--- config.mk ---
export PLATFORM = sky130hd
export DESIGN_NAME = mem_access_seq
export DESIGN_NICKNAME = d
export VERILOG_FILES = /design/src/rtl/mem_access_seq.sv
export SDC_FILE = /design/constraint.sdc
export NUM_CORES = 1
export LEC_CHECK = 0
export CAP_MARGIN = 30
export CORE_MARGIN = 3
export CORE_UTILIZATION = 39
export DETAILED_ROUTE_END_ITERATION = 10
export HOLD_SLACK_MARGIN = 0.03
export PLACE_DENSITY = 0.75
export SLEW_MARGIN = 0
export SYNTH_ARGS = -nofsm -noshare
export SYNTH_HDL_FRONTEND = slang
export SYNTH_SLANG_ARGS = --single-unit
--- constraint.sdc ---
create_clock -name clk -period 1.5 [get_ports clk]
set_input_delay 0.3 -clock clk [delete_from_list [all_inputs] [get_ports clk]]
set_output_delay 0.3 -clock clk [all_outputs]
set_load 0.05 [all_outputs]
--- src/rtl/mem_access_seq.sv ---
// ---------------------------------------------------------------------------
// mem_access_seq
//
// Upstream sequencer for the 16x8 data RAM stage. It owns the free-running
// machine phase counter and turns single load/store requests from the core
// into a RAM access that is held stable through the RAM's access phase
// (cnt_clk == CNT_CLK+1). Loads capture the RAM output on the following
// phase and report it with a one-cycle response pulse.
//
// Ports:
//   clk         - single clock, rising edge
//   rst         - synchronous active-high reset
//   req         - access request, taken only while req_ready is high
//   req_we      - 1 = store, 0 = load
//   req_addr    - RAM address of the request
//   req_wdata   - store data
//   req_ready   - high while idle (combinational)
//   cnt_clk     - machine phase counter (registered)
//   WR          - RAM write strobe (registered)
//   Addr        - RAM address (registered)
//   Write_data  - RAM write data (registered)
//   mem_dout    - RAM data output
//   rsp_valid   - one-cycle completion pulse (registered)
//   rsp_rdata   - last load result, held until the next load completes
//   stall_cnt   - cycles spent waiting for the access phase (optional)
//   busy        - high while a transaction is in flight
//
// Optional feature macro: MEM_ACCESS_SEQ_STALL_CNT_EN
//   When defined, adds the saturating 8-bit stall_cnt output.
// ---------------------------------------------------------------------------
module mem_access_seq #(
  parameter int SIZE_CNT  = 3,
  parameter int CNT_CLK   = 2,
  parameter int NUM_PHASE = 8
) (
  input  logic                clk,
  input  logic                rst,
  input  logic                req,
  input  logic                req_we,
  input  logic [3:0]          req_addr,
  input  logic [7:0]          req_wdata,
  output logic                req_ready,
  output logic [SIZE_CNT:0]   cnt_clk,
  output logic                WR,
  output logic [3:0]          Addr,
  output logic [7:0]          Write_data,
  input  logic [7:0]          mem_dout,
  output logic                rsp_valid,
  output logic [7:0]          rsp_rdata,
`ifdef MEM_ACCESS_SEQ_STALL_CNT_EN
  output logic [7:0]          stall_cnt,
`endif
  output logic                busy
);

  localparam int CW = SIZE_CNT + 1;
  localparam logic [CW-1:0] ACCESS_PHASE = CW'(CNT_CLK + 1);
  localparam logic [CW-1:0] LAST_PHASE   = CW'(NUM_PHASE - 1);

  typedef enum logic [1:0] {
    IDLE  = 2'd0,
    ARMED = 2'd1,
    READ  = 2'd2,
    DONE  = 2'd3
  } state_e;

  state_e          state_q, state_d;
  logic [CW-1:0]   cnt_q, cnt_d;
  logic            wr_q, wr_d;
  logic            we_q, we_d;
  logic [3:0]      addr_q, addr_d;
  logic [7:0]      wdata_q, wdata_d;
  logic            valid_q, valid_d;
  logic [7:0]      rdata_q, rdata_d;
  logic            access_phase;

  assign access_phase = (cnt_q == ACCESS_PHASE);

  // The phase counter free-runs regardless of the FSM so that the RAM stage
  // and this sequencer always agree on which cycle is the access phase.
  always_comb begin
    cnt_d = cnt_q + CW'(1);
    if (cnt_q == LAST_PHASE) begin
      cnt_d = '0;
    end
  end

  // Next-state and registered-output logic. WR is dropped at the same edge
  // the RAM samples it, so it can never be high outside ARMED. A request
  // arriving during the access phase itself enters ARMED after that phase
  // has passed and therefore waits for the next one.
  always_comb begin
    state_d = state_q;
    wr_d    = wr_q;
    we_d    = we_q;
    addr_d  = addr_q;
    wdata_d = wdata_q;
    rdata_d = rdata_q;
    valid_d = 1'b0;

    case (state_q)
      IDLE: begin
        if (req) begin
          addr_d  = req_addr;
          wdata_d = req_wdata;
          wr_d    = req_we;
          we_d    = req_we;
          state_d = ARMED;
        end else begin
          wr_d = 1'b0;
        end
      end
      ARMED: begin
        if (access_phase) begin
          wr_d    = 1'b0;
          state_d = we_q ? DONE : READ;
        end
      end
      READ: begin
        rdata_d = mem_dout;
        state_d = DONE;
      end
      DONE: begin
        state_d = IDLE;
      end
      default: begin
        wr_d    = 1'b0;
        state_d = IDLE;
      end
    endcase

    valid_d = (state_d == DONE);
  end

  // State and output registers; reset takes priority over everything.
  always_ff @(posedge clk) begin
    if (rst) begin
      state_q <= IDLE;
      cnt_q   <= '0;
      wr_q    <= 1'b0;
      we_q    <= 1'b0;
      addr_q  <= '0;
      wdata_q <= '0;
      valid_q <= 1'b0;
      rdata_q <= '0;
    end else begin
      state_q <= state_d;
      cnt_q   <= cnt_d;
      wr_q    <= wr_d;
      we_q    <= we_d;
      addr_q  <= addr_d;
      wdata_q <= wdata_d;
      valid_q <= valid_d;
      rdata_q <= rdata_d;
    end
  end

`ifdef MEM_ACCESS_SEQ_STALL_CNT_EN
  logic [7:0] stall_q, stall_d;

  // Counts cycles spent armed but not yet at the access phase, saturating
  // so a long-running system never wraps back to a misleading small value.
  always_comb begin
    stall_d = stall_q;
    if (state_q == ARMED && !access_phase && stall_q != 8'hFF) begin
      stall_d = stall_q + 8'd1;
    end
  end

  // Stall counter register, cleared only by reset.
  always_ff @(posedge clk) begin
    if (rst) begin
      stall_q <= '0;
    end else begin
      stall_q <= stall_d;
    end
  end

  assign stall_cnt = stall_q;
`endif

  assign req_ready  = (state_q == IDLE);
  assign busy       = (state_q != IDLE);
  assign cnt_clk    = cnt_q;
  assign WR         = wr_q;
  assign Addr       = addr_q;
  assign Write_data = wdata_q;
  assign rsp_valid  = valid_q;
  assign rsp_rdata  = rdata_q;

endmodule
Word-level counts from Yosys, hierarchy flattened
Index checks and enable logic that the tools add are counted.
{ "word_totals": {"register_bits": 29, "inputBits": 24, "out_inout_bits": 28, "word_cells": 29} }
{ "classes": {"add_sub_neg": 1, "n_eq_ne": 7, "muxes": 7, "reduce_logical": 6} }
{ "op_table": {"columns": ["cell", "n"], "rows": [
  ["2-bit one-hot mux with 4 select lines", 1],
  ["2-bit == test (second input constant)", 3],
  ["4-bit by 1-bit adder with 4-bit output (second input constant)", 1],
  ["4-bit by 2-bit == test with 1-bit output (second input constant)", 1],
  ["4-bit by 3-bit == test with 1-bit output (second input constant)", 1],
  ["2-bit 2-to-1 mux", 2],
  ["2-bit AND reduction", 2],
  ["2-bit nonzero test", 2],
  ["1-bit 2-to-1 mux", 3],
  ["2-bit by 1-bit == test with 1-bit output (second input constant)", 1],
  ["2-bit logical NOT", 1],
  ["2-bit != test (second input constant)", 1],
  ["1-bit one-hot mux with 2 select lines", 1],
  ["2-bit OR reduction", 1]
]} }

Logic depth before layout (Yosys ltp)
Gate-level depths: netlist (run 1).
{ "logic_depth": {"depth_word": 4, "ltp_mapped": 4, "ltp_nobuf": 4} }

Worst setup path after synthesis (run 1)
OpenSTA, ideal clock, no wires.
{ "synth_path": {"path_kind": "register to register", "start": "register cnt_q[0], in the netlist cnt_clk[0]", "end": "register state_q[0]", "setup_ns": 0.120, "arrival_ns": 1.528, "required_ns": 1.380, "setup_slack_ns": -0.148, "path_stages_with_launch": 5, "n_path_buf": 0, "synth_period_minus_slack_ns": 1.648, "path_cell_list": "dfxtp_1 > ha_1 > or3b_1 > o21ai_0 > a21oi_1"} }
{ "synth_via": {"elab_chain_cells": 3} }
{ "synth_rtl": {"columns": ["item", "line_no", "source"], "rows": [
  ["start: declaration", "68", "logic [CW-1:0] cnt_q, cnt_d;"],
  ["start signal: assignment", "148", "cnt_q <= cnt_d;"],
  ["4-bit by 2-bit == test with 1-bit output", "77", "assign access_phase = (cnt_q == ACCESS_PHASE);"],
  ["2-bit 2-to-1 mux", "114", "if (access_phase) begin"],
  ["2-bit one-hot mux with 4 select lines", "101", "case (state_q)"],
  ["end signal: assignment", "147", "state_q <= state_d;"],
  ["end: declaration", "67", "state_e state_q, state_d;"]
]} }
Every way passes these cells.
A chain may end at the register's enable or synchronous reset.

Worst setup path in the final report (run 1)
{ "layout_path": {"start": "register state_q[1]", "end": "output port req_ready"} }
{ "layout_via": {"elab_chain_cells": 1} }
{ "layout_rtl": {"columns": ["item", "line_no", "source"], "rows": [
  ["2-bit logical NOT", "182", "assign req_ready = (state_q == IDLE);"],
  ["end: declaration", "42", "output logic req_ready,"]
]} }
Every way passes these cells.

==> flow_summary.ini, run 1 <==
[sta]
setup_viol = 0
hold_viol = 0
relSlewSlack_pct = 76.7
grt_setup_unrepaired = false
fin_skew_ns = 0.00895
fmax_mhz = 688
post-route-period-util_pct = 96.9
drv_slew = 0
fin_ws_ns = 0.0472
fin_crit_ns = 1.45
worst_pin_slew_ns = 0.349

[power]
vdd_ir_drop_max_uv = 855
p_leak_nw = 0.773
power_density_nw_per_um2 = 924
combPwrFrac_pct = 24.6
p_clk_share_pct = 29.0
p_int_mw = 1.31
p_sw_mw = 0.525
p_sw_share_pct = 28.6
seq_power_share_pct = 46.4

[clock_network]
cts.sinks = 29
insertion_delay_ns = 0.32
hold_buffers = 0
htree_levels = 2
clkSlewWorstSetupHoldPaths_ns = 0.08
ctsResizeCount = 5
clockBufferDepth = 2
cts_buffers = 5
cts_tree = done
post_cts_buffers = 0
cts_root_buf = clkbuf_4

[synthesis]
synthDistinctLibCells = 26
synth_seq_area_share_pct = 53.8
syn-instance-count = 129
synth-seq-cells = 29
netlist_area_um2 = 1080
netlist.area_leader.share_pct = 53.8
synthesis.nets = 154
yosys.area.top_type = dfxtp_1
yosys_warnings = 0
synth.avg_cell_area_um2 = 8.37
synth_top_cells_by_area = dfxtp_1, nand2_1, a21oi_1, buf_2, nand3_1

[detailed_routing]
drc = 0
vias_per_cell = 4.87
drt-total-wl_um = 2800
avgRoutedWirePerCell_um = 13.0
drtIter0Drc = 14
vias = 1052
ant_nets = 0
dr.pass1.iters = 5

[floorplan]
io_pins = 52
fp.dieArea_um2 = 3440
die_width_um = 58.6
start_util_pct = 42.4
rows = 18
coreArea_um2 = 2540
fp.dieH_um = 58.6

[status]
outcome = completed

[global_routing]
grt_pass1_wl_um = 4630
grt_overflow = 0
antenna_found_initial = 0
grt_start_max_net_pins = 21
grt_usage_pct = 17.9
grt_pass1_vias = 1054

[cells_and_area]
syn_to_final_growth_pct = 83.8
antennaDiodeCount = 0
layout_common_cells = nand2_1, buf_12, dfxtp_1
nNetsFinal = 210
mostFrequentLayoutCell = nand2_1
layoutNonFillerInstCount = 216
final_layout_size_suffix_gt1_share_pct = 26.9
stdcell_area_um2 = 1980

[setup_path]
crit_type = register to output pin
startpoint_type = register
cp_max_fo = 8
cp.arrival_ns = 1.15
cp-end-kind = output pin
worstPathRequired_ns = 1.20

[placement]
hpwl_um = 2140
gp_congestion = 0.768
dp_cells = 208
port_buffers = 51
dpl_cell_area_um2 = 1910
dp_slack_ns = -0.0557

[job]
max_cap_viol_count = 0

[hold_path]
hp-class = register to register
[power by group through the flow]
stage	logic (mW)	clock network (mW)	registers [mW]
finish	0.451	0.531	0.852
global route	0.475	0.587	0.858
CTS	0.455	0.547	0.852
detailed placement	0.451	0	0.870
global placement	0.443	0	0.868
floorplan	0.114	0	0.958
[worst max-delay path: stages (launching register included)]
cell and delay [ns]:
dfxtp_4 0.37, or2_4 0.26, inv_2 0.07, buf_12 0.13
[layer usage]
layer | wire [um] | up-vias | GRT usage, %
li1 | - | 533 | -
met1 | 1100 | 475 | 20.1
met2 | 1450 | 34 | 29.8
met3 | 176 | 10 | 6.36
met4 | 73 | 0 | 9.39
met5 | 0 | - | 0
[state kept, by name (all words and copies together), names as in the netlist]
name	flops
rsp_rdata	8
we_q	1
rsp_valid	1
Addr	4
Write_data	8
WR	1
state_q	2
cnt_clk	4
[final timing paths]
kind | start | to | slack (ns) | cells after the start
worst min-delay path | cnt_clk[0]$_SDFF_PP0_ | cnt_clk[0]$_SDFF_PP0_ | 0.48 | 1
worst min register to register | cnt_clk[0]$_SDFF_PP0_ | cnt_clk[0]$_SDFF_PP0_ | 0.48 | 1
worst max register to register | cnt_clk[0]$_SDFF_PP0_ | rsp_valid$_SDFF_PP0_ | 0.16 | 5
worst max-delay path | state_q[1]$_SDFF_PP0_ | req_ready | 0.05 | 3
[layout make-up]
class	count	area [um2]
inverters	2	7.51
well taps	30	37.5
fillers	167	561
repair buffers	56	828
multi-input cells	91	453
clock buffers	7	65.1
clock inverters	1	5.00
flip-flops and latches	29	588
[cells by family (layout without fill, tap and decap cells)]
kind of cell,count (synthesis),after routing,share of synthesized area (%)
compound gates,28,28,13.4
xor+xnor,1,1,0.811
fa+ha+maj,1,1,1.16
buf+inv,9,66,4.52
flops,29,29,53.8
mux,1,1,0.927
simple gates,60,60,25.4
[per-stage QoR]
step           power, mW  utilization [%]  hold slack (ns)  setup TNS (ns)
2_1_floorplan       1.07                -            0.436               0
3_3_place_gp        1.31             74.9            0.454          -0.319
3_5_place_dp        1.32             74.9            0.464          -0.547
4_1_cts             1.85             78.0            0.482               0
5_1_grt             1.92             78.0            0.500               0
6_report            1.83             78.0            0.477               0
[Yosys cell counts, drive strengths merged]
library cell	instances
or3b	2
xnor2	1
or2b	1
nand3	3
or2	1
nor2b	2
mux2i	1
buf	7
dfxtp	29
nor2	4
inv	2
o21ai	1
o21bai	1
and2b	1
a31oi	2
nor3b	2
a21oi	24
ha	1
and2	1
nand2	43
No activity file was read; power rests on OpenSTA's default activity.
==> run 2: changes to the inputs <==
--- a/config.mk
+++ b/config.mk
@@ -8,6 +8,7 @@
 export CAP_MARGIN = 30
 export CORE_MARGIN = 3
 export CORE_UTILIZATION = 39
+export CTS_CLUSTER_DIAMETER = 100
 export DETAILED_ROUTE_END_ITERATION = 10
 export HOLD_SLACK_MARGIN = 0.03
 export PLACE_DENSITY = 0.75
==> results of run 2 <==
No change in the layout: final DEF, timing and power equal those of run 1.
==> run 3: changes to the inputs <==
--- a/config.mk
+++ b/config.mk
@@ -11,7 +11,7 @@
 export CTS_CLUSTER_DIAMETER = 100
 export DETAILED_ROUTE_END_ITERATION = 10
 export HOLD_SLACK_MARGIN = 0.03
-export PLACE_DENSITY = 0.75
+export PLACE_DENSITY = 0.77
 export SLEW_MARGIN = 0
 export SYNTH_ARGS = -nofsm -noshare
 export SYNTH_HDL_FRONTEND = slang
==> run 3 against run 2 <==
- die area stayed put
- clock power is 17% lower
- routed wire length is 4.4% higher
- via count is 1.0% higher
- final cell count is 1.9% higher
- sequential cell count stayed put
- core utilization hardly changed
- first-iteration DRC count is 50% higher
- critical endpoint unchanged
- largest power group unchanged
==> flow_summary.ini, run 3 (same netlist as run 1, synthesis figures left out) <==
[sta]
hold_viol = 0
fin_skew_ns = 0.0125
fin_ws_ns = 0.0739
worst_pin_slew_ns = 0.387
relSlewSlack_pct = 74.1
fmax_mhz = 701
grt_setup_unrepaired = false
finalSetupTns_ns = 0
setup_viol = 0
post-route-period-util_pct = 95.1
fin_crit_ns = 1.43
drv_slew = 0

[global_routing]
grt_pass1_wl_um = 4690
grt_overflow = 0
grt_pass1_vias = 1059
grt_usage_pct = 18.2
grt_start_max_net_pins = 14
antenna_found_initial = 0

[setup_path]
crit_type = register to output pin
cp-end-kind = output pin
worstPathRequired_ns = 1.20
cp_max_fo = 2
cpPeakStageDelay_ns = 0.36
startpoint_type = register
path_cells = or2_4 -> inv_2 -> buf_12
cp.arrival_ns = 1.13
worst_path_max_delay_cell = dfxtp_4

[clock_network]
cts_root_buf = clkbuf_4
insertion_delay_ns = 0.33
hold_buffers = 0
clkSlewWorstSetupHoldPaths_ns = 0.09
clockBufferDepth = 2
htree_levels = 2
cts.sinks = 29
cts_buffers = 5
cts_tree = done

[floorplan]
rows = 18
fp.dieArea_um2 = 3440
coreArea_um2 = 2540
io_pins = 52
fp.dieH_um = 58.6
start_util_pct = 42.4
die_width_um = 58.6

[placement]
dp_slack_ns = -0.0728
hpwl_um = 2220
port_buffers = 51
gp_congestion = 0.732

[detailed_routing]
vias = 1063
vias_per_cell = 4.83
dr.pass1.iters = 4
drc = 0
ant_nets = 0
drt-total-wl_um = 2930
drtIter0Drc = 21
avgRoutedWirePerCell_um = 13.3

[power]
p_clk_share_pct = 25.1
vdd_ir_drop_max_uv = 789
p_int_mw = 1.22
p_leak_nw = 0.779
power_density_nw_per_um2 = 882
seq_power_share_pct = 48.4
p_sw_share_pct = 30.3
combPwrFrac_pct = 26.5
p_sw_mw = 0.530

[cells_and_area]
mostFrequentLayoutCell = nand2_1
antennaDiodeCount = 0
final_layout_size_suffix_gt1_share_pct = 27.9
layout_common_cells = nand2_1, buf_12, dfxtp_1
nNetsFinal = 214
syn_to_final_growth_pct = 83.9
final_util_pct = 78.0

[status]
outcome = completed

[hold_path]
hp-class = register to register

[job]
max_cap_viol_count = 0
==> run 3: cell types whose count changed in the layout (fill, tap and decap cells not counted) <==
cell,previous run,this run
buf_4,5,10
clkbuf_8,2,0
buf_12,28,27
clkbuf_1,0,1
clkinv_2,1,2
dfxtp_2,3,2
dfxtp_4,1,2
==> run 3: final cells by class <==
type / instances / area (um2)
repair buffers: 60 / 846
well taps: 30 / 37.5
inverters: 2 / 7.51
multi-input cells: 91 / 453
fillers: 165 / 559
flip-flops and latches: 29 / 591
clock buffers: 6 / 41.3
clock inverters: 2 / 10.0
==> run 3: power by group through the flow <==
stage	combinational, mW	clock (mW)	sequential, mW
after floorplan	0.114	0	0.958
after global placement	0.443	0	0.868
after detailed placement	0.453	0	0.870
after CTS	0.457	0.452	0.851
after global routing	0.487	0.477	0.853
final	0.464	0.439	0.848
==> run 3: through the flow <==
stage | area [um2] | std cells | total power [mW] | hold slack (ns)
after floorplan | 1080 | 129 | 1.07 | 0.436
after global placement | 1910 | 210 | 1.31 | 0.456
after detailed placement | 1910 | 210 | 1.32 | 0.468
after CTS | 1970 | 219 | 1.76 | 0.480
after global routing | 1990 | 220 | 1.82 | 0.490
final | 1990 | 220 | 1.75 | 0.473
==> run 3: worst paths after layout <==
check | start | endpoint | slack (ns) | cells past startpoint
min | cnt_clk[0]$_SDFF_PP0_ | cnt_clk[0]$_SDFF_PP0_ | 0.47 | 1
max | state_q[1]$_SDFF_PP0_ | req_ready | 0.07 | 3
max reg2reg | cnt_clk[0]$_SDFF_PP0_ | rsp_valid$_SDFF_PP0_ | 0.13 | 5
min reg2reg | cnt_clk[0]$_SDFF_PP0_ | cnt_clk[0]$_SDFF_PP0_ | 0.47 | 1
==> run 3: layer usage <==
metal	up-vias	GRT usage, %	share of wire, %
li1	541	-	-
met1	495	19.3	38
met2	23	33.2	56
met3	4	4.61	4.8
met4	0	8.74	1.6
met5	-	0	0
==> run 3: what timing repair did <==
item	4_1_cts	5_1_grt
endpoints found under the hold margin	0	0
setup buffers	1	1
gates resized for setup	4	2
endpoints found under the setup margin	2	2
==> run 3: worst max-delay path: cells and delay by family (launching register included) <==
kind          cells  cell delay [ns]
buf+inv           2             0.20
simple gates      1             0.25
flops             1             0.36
